$ cat src/rtl/compare_pkg.sv
// compare_pkg: result encodings and FSM state type shared by the serial comparator
package compare_pkg;
  localparam logic [2:0] Y_GT  = 3'b100;
  localparam logic [2:0] Y_EQ  = 3'b010;
  localparam logic [2:0] Y_LT  = 3'b001;
  localparam logic [2:0] Y_RST = 3'b000;
  typedef enum logic {IDLE, SCAN} state_t;
endpackage

$ cat src/rtl/compare_digit.sv
// compare_digit: combinational unsigned compare of one DIGIT-bit slice
module compare_digit #(
  parameter int DIGIT = 4
) (
  input  logic [DIGIT-1:0] a,
  input  logic [DIGIT-1:0] b,
  output logic             gt,
  output logic             lt
);
  assign gt = a > b;
  assign lt = a < b;
endmodule

$ cat src/rtl/compare_serial.sv
// compare_serial: MSB-first digit-serial magnitude compare with early exit
module compare_serial
  import compare_pkg::*;
#(
  parameter int WIDTH = 16,
  parameter int DIGIT = 4
) (
  input  logic             clk,
  input  logic             rst_n,
  input  logic             start,
  input  logic             signed_mode,
  input  logic [WIDTH-1:0] a,
  input  logic [WIDTH-1:0] b,
  output logic             busy,
  output logic             done,
  output logic [2:0]       y
);
  localparam int NDIG = WIDTH / DIGIT;
  localparam int KW = NDIG > 1 ? $clog2(NDIG) : 1;
  state_t state, state_n;
  logic [WIDTH-1:0] ra, rb;
  logic [KW-1:0] k;
  logic [DIGIT-1:0] da, db;
  logic gt, lt, last, fin, load;
  logic [WIDTH-1:0] sign_flip;
  assign sign_flip = {signed_mode, {(WIDTH-1){1'b0}}};
  assign da = ra[(NDIG-1-int'(k))*DIGIT +: DIGIT];
  assign db = rb[(NDIG-1-int'(k))*DIGIT +: DIGIT];
  assign last = k == KW'(NDIG-1);
  assign fin = (state == SCAN) && (gt || lt || last);
  assign load = (state == IDLE) && start;
  compare_digit #(.DIGIT(DIGIT)) u_digit (
    .a (da),
    .b (db),
    .gt(gt),
    .lt(lt)
  );
  // state register
  always_ff @(posedge clk or negedge rst_n)
    if (!rst_n) state <= IDLE;
    else state <= state_n;
  // next state: leave IDLE on start, leave SCAN on first difference or last digit
  always_comb
    state_n = (state == IDLE) ? (start ? SCAN : IDLE) : (fin ? IDLE : SCAN);
  // busy spans exactly the SCAN cycles
  always_comb
    busy = state == SCAN;
  // operand capture (sign bits flipped so signed order becomes unsigned order) and digit index
  always_ff @(posedge clk or negedge rst_n)
    if (!rst_n) begin
      ra <= '0;
      rb <= '0;
      k  <= '0;
    end else if (load) begin
      ra <= a ^ sign_flip;
      rb <= b ^ sign_flip;
      k  <= '0;
    end else if (state == SCAN && !fin) begin
      k <= k + 1'b1;
    end
  // result registers updated only on the finishing edge
  always_ff @(posedge clk or negedge rst_n)
    if (!rst_n) begin
      done <= 1'b0;
      y    <= Y_RST;
    end else begin
      done <= fin;
      if (fin) y <= gt ? Y_GT : (lt ? Y_LT : Y_EQ);
    end
endmodule

$ cat config.mk
export PLATFORM = sky130hd
export DESIGN_NAME = compare_serial
export DESIGN_NICKNAME = d
export VERILOG_FILES = /design/src/rtl/compare_pkg.sv /design/src/rtl/compare_digit.sv /design/src/rtl/compare_serial.sv
export SDC_FILE = /design/constraint.sdc
export NUM_CORES = 1
export LEC_CHECK = 0
export CAP_MARGIN = 10
export CORE_ASPECT_RATIO = 1.2
export CORE_MARGIN = 5
export CORE_UTILIZATION = 36
export DETAILED_ROUTE_END_ITERATION = 7
export GPL_TIMING_DRIVEN = 0
export SETUP_SLACK_MARGIN = 0.02
export SYNTH_ARGS = -nofsm -noshare
export SYNTH_HDL_FRONTEND = slang
export SYNTH_SLANG_ARGS = --single-unit
$ cat constraint.sdc
create_clock -name clk -period 5.9 [get_ports clk]
set_input_delay 1.18 -clock clk [delete_from_list [all_inputs] [get_ports clk]]
set_output_delay 1.18 -clock clk [all_outputs]
set_load 0.03 [all_outputs]
# Word level (Yosys, flattened, before mapping)
# Index checks and enable logic that the tools add are counted.
dict set report classes {
  addsub 2
  magnitude_cmp 2
  n_eq_ne 1
  n_shift 2
  n_mux 7
  n_bitwise 3
  reduce_logical 7
}
# op count
set op_table {}
lappend op_table {{variable part select 16 x 5 -> 4 bit} 2}
lappend op_table {{XOR 16 bit} 2}
lappend op_table {{two-way mux 2 bit} 3}
lappend op_table {{> comparator 4 bit} 1}
lappend op_table {{less-than comparator 4 bit} 1}
lappend op_table {{logical AND 1 bit} 3}
lappend op_table {{two-way mux 1 bit} 3}
lappend op_table {{two-way mux 3 bit} 1}
lappend op_table {{subtractor 2 x 2 -> 3 bit (first input constant)} 1}
lappend op_table {{adder 2 x 1 -> 2 bit (second input constant)} 1}
lappend op_table {{equality test 2 bit (second input constant)} 1}
lappend op_table {{logical OR 1 bit} 2}
lappend op_table {{nonzero test 2 bit} 1}
lappend op_table {{zero test 1 bit} 1}
lappend op_table {{NOT 1 bit} 1}
dict set report totals {
  ff_bits 39
  input_bits 36
  out_inout_bits 5
  elab_cells 30
}

# Logic depth before layout (Yosys ltp)
dict set report depth {
  ltp_word 10
  ltp_mapped 8
  ltp_nobuf 7
}

# Hierarchy
# From an unflattened synthesis, not the netlist that was laid out.
dict set report hier_totals {
  hier_cells 124
  area_unflattened_um2 1953.1
}
# mod instances cells_per_inst area_per_inst_um2 seq_area_each_um2
set by_module_without_submodules {}
lappend by_module_without_submodules {compare_serial 1 109 1839.3 975.9}
lappend by_module_without_submodules {compare_digit 1 15 113.9 0.0}

# Worst setup path after synthesis
# Ideal clock, no wire load.
dict set report synth_timing {
  kind {reg2reg}
  startpoint {register k[0]}
  endpoint {register k[0]}
  setup_ps 79
  arrival_ps 1946
  t_required_ps 5821
  slack_ps 3875
  path_stages_with_launch 8
  n_path_buf 1
  period_less_slack_ps 2025
  path_cell_list {dfrtp_1 buf_6 mux4_2 ha_1 a21oi_1 nand2_1 o211ai_2 mux2i_1}
}
dict set report synth_between {
  elab_chain_len 9
  word_cells_on_any_way 15
  classes_between {add/sub: 2; order compare: 2; eq/ne: 1; shift: 2; mux: 2; reduce/logical: 6}
}
# item line_no
set synth_lines {}
lappend synth_lines {{start: declaration} compare_serial.sv:22} ;# logic [KW-1:0] k;
lappend synth_lines {{start signal: assignment} compare_serial.sv:59} ;# k <= k + 1'b1;
lappend synth_lines {{subtractor 2 x 2 -> 3 bit} {compare_serial.sv:27, compare_serial.sv:28}}
lappend synth_lines {{variable part select 16 x 5 -> 4 bit (on tied branches)} {compare_serial.sv:27, compare_serial.sv:28}}
lappend synth_lines {{> comparator 4 bit / less-than comparator 4 bit (equally long branches)} {compare_digit.sv:10, compare_digit.sv:11}}
lappend synth_lines {{logical OR 1 bit (2 in series)} compare_serial.sv:30} ;# assign fin = (state == SCAN) && (gt || lt || last);
lappend synth_lines {{logical AND 1 bit} compare_serial.sv:30}
lappend synth_lines {{zero test 1 bit} compare_serial.sv:58} ;# end else if (state == SCAN && !fin) begin
lappend synth_lines {{logical AND 1 bit} compare_serial.sv:58}
lappend synth_lines {{nonzero test 2 bit (no source line)} -}
# Parallel ways exist; a longest one is shown, timed or not. The select of a mux whose other input is x is not followed.
# A chain may end at the register's enable or synchronous reset.

# Worst setup path after layout
dict set report layout_timing {
  startpoint {register state, in the netlist busy}
  endpoint {output port busy}
}
# item line_no
set layout_rtl {}
lappend layout_rtl {{start: declaration} compare_serial.sv:20} ;# state_t state, state_n;
lappend layout_rtl {{start signal: assignment} compare_serial.sv:41} ;# else state <= state_n;
lappend layout_rtl {{end: declaration} compare_serial.sv:14} ;# output logic busy,
# No word-level cell between the ends.

==> metrics <==
f_max 400 MHz; share of cells above drive strength 1 11.6%; Synth Register Bits 39; final hold vios 0; CP Buf/Inv Count 1; I/O pins 41; Worst Tran Pin Value 0.885 ns; post-cts sizing count 0; fin crit share 42.4%; Leak 1.18 nW; most frequent cells in the layout 96 x nand2_1, 39 x dfrtp_1, 39 x clkdlybuf4s50_1; critical setup path kind flop to primary output; Synth cell types 24; Avg Inst Size Synth 9.89 µm²; CP max stage delay 0.67 ns; outcome finished clean; All-Layer GR Usage 13.1%; total negative slack 0 ns; Mapped Area 1850 µm²; number of port buffers 40; VDD IR max 0.169 mV; minimum clock period 2.50 ns; leading area contributor after synthesis dfrtp_1; Post-Syn Instances 187; CTS HTree Levels 2; CP Data Arrival Time 1.32 ns; unrepaired setup endpoints after global routing no; full die area 6680 µm²; Worst Skew 0.00314 ns; CP max-delay cell clkdlybuf4s50_1; sequential fraction of the synthesis area 52.8%; Synth area leaders dfrtp_1 53%, nand2_1 19%, mux4_2 9.7%; Worst-Skew Late Latency 0.28 ns; Core ar. 4970 µm²; gr ovfl total 0; worst-path cell chain clkdlybuf4s50_1; CTS tree yes; 1st-pass router iterations 4; WL final 3900 µm; CTS Buffer Depth 2; nets@finish 275; Ys Warns 0; Die Ht 88.5 µm; Yosys top cell area share 52.8%; CP Capture Type primary output; largest fanout on the critical path 2; Post-CTS Setup Inserts 0; first-pass GRT wire length 6450 µm; Residual DRC 0; HP Class flop to flop; Detail Route Antenna Nets 0; DP HPWL 2790 µm; initial drt markers 97; Pins Over Slew Limit 0; Initial Util 37.2%; root buf cell clkbuf_8; gpl congestion 0.750; pwr/cell area 402 nW/µm²; vias in the first global route 1,443; syn nets 228; DR vias 1,351; worst path required time 4.72 ns; detailed-route wire length per cell 13.3 µm; Post-DP Area 2320 µm²; initial antenna violation count 0; Finished Cell Area 2390 µm²; nature of the critical path startpoint flop; largest net degree at the start of global routing 40; Setup violations, final 0; commonest non-fill, non-tap cell in the layout nand2_1; Inserted Diodes 0; Clock transition at path regs 0.07 ns; CTS buffer count 5; # clock sinks 39; die width 75.4 µm; cell row count 28; max cap viols 0; synthesis-to-finish area growth 29.4%; Via density 4.61; Hold Buf Count CTS 0; Worst slew margin 41.0%; CP top delay family buffers and inverters
-- logic make-up (layout without fill, tap and decap cells) --
| logic type | after synthesis | count (layout) | share of synthesized area [%] |
|---|---|---|---|
| and+or+nand+nor | 103 | 103 | 22.1 |
| DFF | 39 | 39 | 52.8 |
| buffers and inverters | 16 | 62 | 5.75 |
| AOI/OAI and AO/OA | 12 | 12 | 4.19 |
| muxes | 10 | 10 | 10.8 |
| adders and majority gates | 5 | 5 | 3.38 |
| xor gates and xnor gates | 2 | 2 | 0.947 |
-- state kept, by name, indices dropped and copies added (netlist names) --
| name | cells |
|---|---|
| ra | 16 |
| rb | 16 |
| y | 3 |
| k | 2 |
| busy | 1 |
| done | 1 |
-- routing by layer --
layer,track usage (%),part of all wire [%],vias up
met1,17.1,45,624
met2,20.8,47,31
met4,6.20,2.0,0
met5,0,0,-
li1,-,-,691
met3,2.39,5.3,5
-- power by group --
group          switching [mW]  total (mW)  leakage [nW]  internal (mW)
logic                   0.212       0.410         0.656          0.198
clock network          0.0840       0.163        0.0371         0.0787
registers              0.0396       0.389         0.483          0.349
-- final timing paths --
check                                          to  slack (ns)               from  depth (start not counted)
worst max-delay path                         busy        3.40     busy$_DFF_PN0_                          1
min in group asynchronous       rb[8]$_DFFE_PN0P_        1.01              rst_n                          1
worst max register to register   y[2]$_DFFE_PN0P_        3.64   k[0]$_DFFE_PN0P_                          7
max in group asynchronous       ra[5]$_DFFE_PN0P_        4.33              rst_n                          1
worst min-delay path            rb[7]$_DFFE_PN0P_        0.47  rb[7]$_DFFE_PN0P_                          2
worst min register to register  rb[7]$_DFFE_PN0P_        0.47  rb[7]$_DFFE_PN0P_                          2
-- synth_stat cells --
cell type  instances
buf_4              1
inv_1              6
dfrtp_1           39
nor2b_1            1
nor2_1             1
nand4_2            1
nand3b_1           1
a2bb2oi_1          1
a21oi_1            3
a22o_1             1
and2_1             1
nand2b_1           1
buf_6              5
mux2i_1            2
buf_2              3
ha_1               5
clkbuf_2           1
o21ai_0            4
or2_2              1
o22ai_1            2
mux4_2             8
nand2_1           96
xnor2_1            2
o211ai_2           1
-- area by class of cell --
type	instances	area (µm²)
inverters	6	22.5
repair buffers	40	395
fillers	499	2580
clock buffers	6	72.6
well taps	60	75.1
plain buffers	10	83.8
multi-input cells	132	767
flip-flops and latches	39	976
-- stage by stage --
stage	power, mW	std cells	util [%]	hold slack, ns	worst slack, ns
floorplan	0.685	187	-	0.440	3.87
global placement	0.801	287	46.7	0.454	2.66
detailed placement	0.810	287	46.6	0.460	3.54
CTS	0.977	293	48.1	0.477	3.38
global route	1.04	293	48.1	0.489	3.36
finish	0.961	293	48.1	0.474	3.40
No activity file was read; power rests on OpenSTA's default activity.
==> patch, RTL diff (config.mk and constraints unchanged) <==
`WIDTH`: 16 -> 32.
--- a/src/rtl/compare_serial.sv
+++ b/src/rtl/compare_serial.sv
@@ -2,7 +2,7 @@
 module compare_serial
   import compare_pkg::*;
 #(
-  parameter int WIDTH = 16,
+  parameter int WIDTH = 32,
   parameter int DIGIT = 4
 ) (
   input  logic             clk,
Ports: changed (resized a and b); port bits go from 41 to 73. The function was not compared with the original's and may differ.
==> patch against the original RTL <==
  * Routed wire length up 100%
  * Synthesized area is 81% higher
  * Cell count rose by 88%
  * Worst setup slack worse by 0.34 ns
  * Cell area up 87%
  * Maximum frequency down 12%
  * Worst hold slack got worse by 0.0066 ns
  * Register-to-register slack got worse by 0.58 ns
  * Power up 76%
  * Combinational power increased by 20%
  * Sequential cell count is 33 higher
  * Critical path type is now reg2reg
  * Highest routed layer unchanged
==> patch: results <==
export IMPL_status="finished clean"
export IMPL_wl_per_cell_um=14.46
export IMPL_path_class="reg2reg"
export IMPL_grt_first_pass_wirelength_um=13520
export IMPL_clock_buf_inv_share_pct=5.678
export IMPL_via_count=2590
export IMPL_timing_reg2reg_worst_path_depth=9
export IMPL_cell_internal_pwr_mw=1.176
export IMPL_min_delay_start="ra[10]"
export IMPL_compound_gate_portion_of_the_synthesized_area_pct=2.166
export IMPL_reg2reg_slack_ns=3.06
export IMPL_tritoncts_num_buffers=9
export IMPL_detailed_place_hpwl_um=5771
export IMPL_cellLeakagePower_nw=2.178
export IMPL_reg_largest_list="ra (32), rb (32)"
export IMPL_critPathArrivalTime_ns=3.10
export IMPL_nonClkBufAreaFrac_pct=18.46
export IMPL_synth_cells_most_frequent="sky130_fd_sc_hd__nand2_1, sky130_fd_sc_hd__dfrtp_1, sky130_fd_sc_hd__buf_2"
export IMPL_first_element_of_the_critical_path="k[1]"
export IMPL_port_buffers=72
export IMPL_whs_path_depth=2
export IMPL_drtIter0Drc=66
export IMPL_buffers=93
export IMPL_yosys_register_bits=72
export IMPL_vdd_ir_drop_worst_v=0.0001254
export IMPL_nNonClkInverters=3
export IMPL_synth_area_mux_share_pct=14.86
export IMPL_met3WireLength_um=376
export IMPL_grt_use_met3_pct=3.191
export IMPL_area_of_the_multi_input_gates_um2=1430
export IMPL_worst_hold_path_endpoint="ra[10]"
export IMPL_seq_area_frac_synth_pct=53.77
export IMPL_cts_htree_levels=3
export IMPL_fillerInstances=879
export IMPL_synth_xor_area_share_pct=0.5228
export IMPL_timing_slew_headroom_pct=39.93
export IMPL_met2_wirelength_um=3921
export IMPL_adder_cell_fraction_of_synth_area_pct=2.240
export IMPL_post_synth_main_area_contributors="sky130_fd_sc_hd__dfrtp_1, sky130_fd_sc_hd__nand2_1, sky130_fd_sc_hd__mux4_2"
export IMPL_regArea_um2=1802
export IMPL_skew_ns=0.009465
export IMPL_grt_usage_pct=15.41
export IMPL_max_stage_delay_ns=0.42
export IMPL_power_combinational_fraction_pct=29.2
export IMPL_layout_clock_buffers=11
export IMPL_crit_fanout=10
export IMPL_design_final_nets=500
export IMPL_gp_congestion=0.7808
export IMPL_critical_path_slowest_cell="sky130_fd_sc_hd__o211ai_1"
export IMPL_grt_met2_usage_pct=25.43
export IMPL_path_delay_family="multiplexers"
export IMPL_use_met1_pct=19.61
export IMPL_post_route_cells_drive_above_1_share_pct=10.44
export IMPL_clk_power_mw=0.486
export IMPL_routedLengthMet1_um=3465
[patch: cell count changes in the layout (fill, tap and decap cells not counted), moves of 6 or more]
cell / unedited run / this run
sky130_fd_sc_hd__buf_2: 4 / 11
sky130_fd_sc_hd__clkbuf_1: 1 / 8
sky130_fd_sc_hd__clkbuf_8: 5 / 11
sky130_fd_sc_hd__clkdlybuf4s50_1: 39 / 71
sky130_fd_sc_hd__dfrtp_1: 39 / 72
sky130_fd_sc_hd__mux4_1: 0 / 6
sky130_fd_sc_hd__nand2_1: 96 / 193
[patch: metrics by stage]
stage | instance area [um^2] | power, mW | hold slack (ns) | std cells | worst slack [ns]
6_report | 4473 | 1.689 | 0.4676 | 551 | 3.055
3_3_place_gp | 4222 | 1.202 | 0.4511 | 535 | 1.202
2_1_floorplan | 3351 | 1.033 | 0.4373 | 343 | 3.439
3_5_place_dp | 4219 | 1.220 | 0.4550 | 535 | 3.121
5_1_grt | 4473 | 1.810 | 0.4962 | 551 | 2.800
4_1_cts | 4473 | 1.710 | 0.4737 | 551 | 3.066
